===== src/rtl/decoder_pkg.sv =====
// Shared constants and state type for the 4-bit code to one-hot decoder.
// Latency: none (declarations only).
// Backpressure: not applicable.
package decoder_pkg;

  localparam logic [3:0] CODE_MIN = 4'd1;
  localparam logic [3:0] CODE_MAX = 4'd10;
  localparam int         DATA_W   = 10;

  typedef enum logic {
    IDLE = 1'b0,
    HOLD = 1'b1
  } state_e;

endpackage


===== src/rtl/decoder4to10_map.sv =====
// Combinational code-to-one-hot map with a legality flag (codes 1..10 legal).
// Latency: zero cycles, purely combinational.
// Backpressure: none; the caller decides when the result is used.
module decoder4to10_map
  import decoder_pkg::*;
(
  input  logic [3:0]        i_code,
  output logic [DATA_W-1:0] o_onehot,
  output logic              o_legal
);

  // Code n lights bit n-1; illegal codes produce an all-zero word.
  always_comb begin
    o_onehot = '0;
    for (int i = 0; i < DATA_W; i++) begin
      o_onehot[i] = (i_code == 4'(i + 1));
    end
    o_legal = (i_code >= CODE_MIN) && (i_code <= CODE_MAX);
  end

endmodule


===== src/rtl/decoder4to10.sv =====
// Registered 4-bit code to 10-bit one-hot decoder with hold timer and illegal-code counter.
// Latency: one cycle from accept to o_data / o_err; o_data held for HOLD_CYCLES cycles.
// Backpressure: o_ready low while a word is held; illegal codes never stall the input.
module decoder4to10
  import decoder_pkg::*;
#(
  parameter int HOLD_CYCLES = 4,
  parameter int CNT_W       = 8
) (
  input  logic              i_clk,
  input  logic              i_rst,
  input  logic              i_valid,
  input  logic [3:0]        i_code,
  output logic              o_ready,
  output logic [DATA_W-1:0] o_data,
  output logic              o_err,
  output logic [CNT_W-1:0]  o_err_cnt,
  input  logic              i_err_clr
);

  // Hold counter counts HOLD_CYCLES-1 down to 0, so clog2 bits suffice (min 1).
  localparam int             CW        = (HOLD_CYCLES > 1) ? $clog2(HOLD_CYCLES) : 1;
  localparam logic [CW-1:0]  HOLD_INIT = CW'(HOLD_CYCLES - 1);
  localparam logic [CNT_W-1:0] CNT_MAX = '1;

  state_e              state_q;
  logic [DATA_W-1:0]   data_q;
  logic                err_q;
  logic [CNT_W-1:0]    err_cnt_q;
  logic [CNT_W-1:0]    err_cnt_d;
  logic [CW-1:0]       hold_q;

  logic [DATA_W-1:0]   map_onehot;
  logic                map_legal;
  logic                xfer;
  logic                bad_xfer;

  decoder4to10_map u_map (
    .i_code   (i_code),
    .o_onehot (map_onehot),
    .o_legal  (map_legal)
  );

  assign o_ready  = (state_q == IDLE);
  assign xfer     = i_valid && o_ready;
  assign bad_xfer = xfer && !map_legal;

  // Saturating illegal-code count; a clear on the same edge overrides the increment.
  always_comb begin
    err_cnt_d = err_cnt_q;
    if (bad_xfer && (err_cnt_q != CNT_MAX)) begin
      err_cnt_d = err_cnt_q + 1'b1;
    end
    if (i_err_clr) begin
      err_cnt_d = '0;
    end
  end

  // FSM: accept in IDLE, hold the one-hot word for HOLD_CYCLES cycles, then release.
  always_ff @(posedge i_clk or posedge i_rst) begin
    if (i_rst) begin
      state_q   <= IDLE;
      data_q    <= '0;
      err_q     <= 1'b0;
      err_cnt_q <= '0;
      hold_q    <= '0;
    end else begin
      err_q     <= bad_xfer;
      err_cnt_q <= err_cnt_d;
      case (state_q)
        IDLE: begin
          if (xfer && map_legal) begin
            data_q  <= map_onehot;
            hold_q  <= HOLD_INIT;
            state_q <= HOLD;
          end
        end
        HOLD: begin
          if (hold_q != '0) begin
            hold_q <= hold_q - 1'b1;
          end else begin
            data_q  <= '0;
            state_q <= IDLE;
          end
        end
        default: begin
          data_q  <= '0;
          state_q <= IDLE;
        end
      endcase
    end
  end

  assign o_data    = data_q;
  assign o_err     = err_q;
  assign o_err_cnt = err_cnt_q;

endmodule


===== config.mk =====
export PLATFORM = sky130hd
export DESIGN_NAME = decoder4to10
export DESIGN_NICKNAME = d
export VERILOG_FILES = /design/src/rtl/decoder_pkg.sv /design/src/rtl/decoder4to10_map.sv /design/src/rtl/decoder4to10.sv
export SDC_FILE = /design/constraint.sdc
export NUM_CORES = 1
export LEC_CHECK = 0
export ABC_AREA = 1
export CORE_MARGIN = 1.5
export CORE_UTILIZATION = 30
export CTS_BUF_LIST = sky130_fd_sc_hd__clkbuf_4 sky130_fd_sc_hd__clkbuf_8 sky130_fd_sc_hd__clkbuf_16
export CTS_CLUSTER_DIAMETER = 100
export CTS_CLUSTER_SIZE = 25
export DETAILED_ROUTE_END_ITERATION = 8
export SYNTH_ARGS = -nofsm -noshare
export SYNTH_HDL_FRONTEND = slang
export SYNTH_SLANG_ARGS = --single-unit
export TNS_END_PERCENT = 50

===== constraint.sdc =====
create_clock -name i_clk -period 1.4 [get_ports i_clk]
set_input_delay 0.28 -clock i_clk [delete_from_list [all_inputs] [get_ports i_clk]]
set_output_delay 0.28 -clock i_clk [all_outputs]
set_load 0.03 [all_outputs]

==> metrics.md <==
| Metric | Value |
|---|---|
| Most frequent cell after synthesis | `nand2_1` |
| Post-synthesis async set-or-reset flop share | `100%` |
| Gpl congestion | `0.785` |
| Max clock buf depth | `2` |
| Remaining global-route overflow | `0` |
| H-tree depth | `1` |
| Core area | `0.00429 mm2` |
| Post-synthesis cell area | `0.00133 mm2` |
| Met2 GRT Util | `20.9%` |
| Io pins | `28` |
| GRT met1 Usage | `17.7%` |
| Commonest cells post-synth | `nand2_1, dfrtp_1, nand3_1` |
| Ranking of synthesized cells by area | `dfrtp_1, nand2_1, nand3_2` |
| Worst hold path type | `input port to async pin` |
| Synth warn | `0` |
| Synth Instances | `164` |
| Mux cell area share after synthesis | `0%` |
| Root Buffer | `clkbuf_8` |
| Outcome | `finished, final reports clean` |
| Synth Area in Adders | `1.88%` |
| Final Core Density | `47.4%` |
| Hold_ws | `0.352 ns` |
| Die area | `0.00484 mm2` |
| Routed len/inst | `11.0 um` |
| Post-synth EDFFs | `0` |
| Leak | `1.10 nW` |
| VDD IR max | `0.000497 V` |
| Post-Synth XOR/XNOR Area | `1.32%` |
| Post-detailed-route DRC marker count | `0` |
| WP data arrival | `1.09 ns` |
| Biggest area consumer among synthesized cells | `dfrtp_1` |
| Max-cap violations | `0` |
| Setup slack, reg-to-reg | `0.08 ns` |
| Kind of critical path | `flop to output port` |
| First-pass DRT Iterations | `4` |
| Power density over the cells | `1180 mW/mm2` |
| Crit end category | `output port` |
| PortBufs | `27` |
| GRT Util Overall | `12.8%` |
| Synthesized flop and latch total | `22` |
| Vias in the first global route | `1164` |
| Cell chain of the critical path | `buf_4, buf_4, clkbuf_2` |
| Post-Synthesis Mean Instance Area | `8.10 um2` |
| Placed cell areas | `0.00184 mm2` |
| Tot Pwr | `0.00241 W` |
| Crit-path most repeated cell | `buf_4` |
| Final ANT Viol Nets | `0` |
| Area Growth Syn to Fin | `53.2%` |
| TritonCTS Buffers | `3` |
| Worst path max stage delay | `0.39 ns` |
| Clock tree from TritonCTS | `yes` |
| Tcrit/Tclk final | `97.7%` |
| Met3 Track Usage GR | `1.45%` |
| DR vias/cell | `4.37` |
| CTS clk-pin slew, worst paths | `0.09 ns` |
| Synth Area in Compound Gates | `2.73%` |
| CP max stage cell | `dfrtp_1` |
| Net count of the mapped netlist | `174` |
| Final Hold Fails | `0` |
| Hold buffer count at cts | `0` |
| Initial drt markers | `36` |
| Dpl hpwl | `2.17 mm` |
| Post-synthesis sequential area ratio | `41.4%` |
| Finished Layout Cells | `274` |
| Most Used Layer, Global Route | `met2` |
| Filler cells | `441` |
| Sink Count | `22` |
| Element type at the critical path start | `flop` |
| RSZ-0062 raised after global routing | `false` |
| Initial Util | `30.9%` |
| Fin nets | `233` |
| Placed insts | `263` |
| Max-slew violation count | `0` |
| Setup Skew | `0.00376 ns` |
| Yosys cell types | `23` |
| Largest net degree at the start of global routing | `23` |
| Post-synth top flop | `dfrtp_1` |
| Endpoints failing setup | `0` |
| Maximum fanout along the worst path | `3` |
| Synth Area in Simple Gates | `45.1%` |
| Layout cells sized above 1 | `37.8%` |
| Ant diodes | `0` |
| Largest family of logic cells by synthesized area | `simple AND/OR/NAND/NOR gates` |
| Worst-Margin Slew | `0.310 ns` |
| Die span in y | `69.6 um` |
| Total wire length | `3.00 mm` |
| Rel. slew slack | `79.4%` |
| Min cycle time layout | `1.37 ns` |
| First-pass GRT wire length | `5.16 mm` |
| Clk_lat worst skew | `0.26 ns` |
| DIE WIDTH | `69.6 um` |
| Top cell type's share of synthesized area | `41.4%` |
| Vias | `1198` |
| Worst path required time | `1.12 ns` |
| # rows | `24` |
| FMAX | `731 MHz` |
| Initial antenna violation count | `0` |
| Final Cell Area | `0.00204 mm2` |
## per-layer routing
metal	share of wire (%)	vias to the layer above	wire length (um)
met5	0	-	0
met2	49	8	1470
li1	-	640	-
met4	0.80	0	24
met1	49	548	1470
met3	1.3	2	38
## cell families after synthesis
logic type / Yosys count
simple gates: 110
buf+inv: 23
flops: 22
xor+xnor: 2
compound gates: 5
fa+ha+maj: 2
## cell usage in the layout (no fill, tap or decap), types with 3 or more instances in the layout
| master | synthesis | layout |
|---|---|---|
| nor2_1 | 19 | 18 |
| nor2_2 | 2 | 3 |
| nand3_2 | 11 | 16 |
| clkdlybuf4s50_1 | 0 | 3 |
| clkbuf_8 | 0 | 3 |
| dlymetal6s2s_1 | 0 | 4 |
| nand2_1 | 40 | 37 |
| nand3_1 | 20 | 14 |
| buf_12 | 0 | 4 |
| dfrtp_1 | 22 | 21 |
| nand2_2 | 4 | 7 |
| inv_1 | 17 | 17 |
| o21ai_2 | 3 | 3 |
| or2_1 | 3 | 3 |
| dlygate4sd2_1 | 0 | 13 |
| buf_4 | 0 | 30 |
## timing repair
item,4_1_cts,5_1_grt
pin swaps,0,8
endpoints found under the setup margin,15,15
setup buffers,0,7
resized for setup,15,25
## state kept, by name, summed over array words and instances, names as in the netlist
name / cells
hold_q: 2
o_data: 10
o_err: 1
state_q: 1
o_err_cnt: 8
## worst max-delay path: cells and delay by family, from the launching register on
family / cells / cell delay (ns)
buffers and inverters: 3 / 0.43
DFF: 1 / 0.39
## path summary, 6_finish.rpt
kind / cells past startpoint / startpoint / endpoint
worst max register to register: 9 / o_err_cnt[0] / o_err_cnt[3]
min in group i_clk: 3 / i_code[1] / o_data[6]
max in group asynchronous: 3 / i_rst / o_err_cnt[0]
worst min register to register: 2 / hold_q[0] / hold_q[0]
worst max-delay path: 3 / o_err_cnt[1] / o_err_cnt[1]
worst min-delay path: 3 / i_rst / o_data[5]
## report_power, final
group,switching (W),internal (W)
registers,0.0000570,0.000734
clock network,0.000220,0.000382
logic,0.000580,0.000434
total,0.000857,0.00155
## through the flow
step | setup WS (ns) | setup TNS (ns)
3_3_place_gp | -0.229 | -4.39
5_1_grt | 0.000738 | 0
2_1_floorplan | -0.0000301 | -0.0000301
4_1_cts | 0.0120 | 0
3_5_place_dp | -0.241 | -4.46
6_report | 0.0324 | 0
## final cells by class
type                       count  area (um2)  share of cell area, %
clock inverter                 1        30.0                   1.48
tap                           52        65.1                   3.20
clock buffer                   3        41.3                   2.03
inverter                      20        77.6                   3.81
timing repair buffer          57         520                   25.6
sequential                    22         552                   27.1
multi-input combinational    119         749                   36.8
Note: power is estimated with default switching activity, not from simulation.
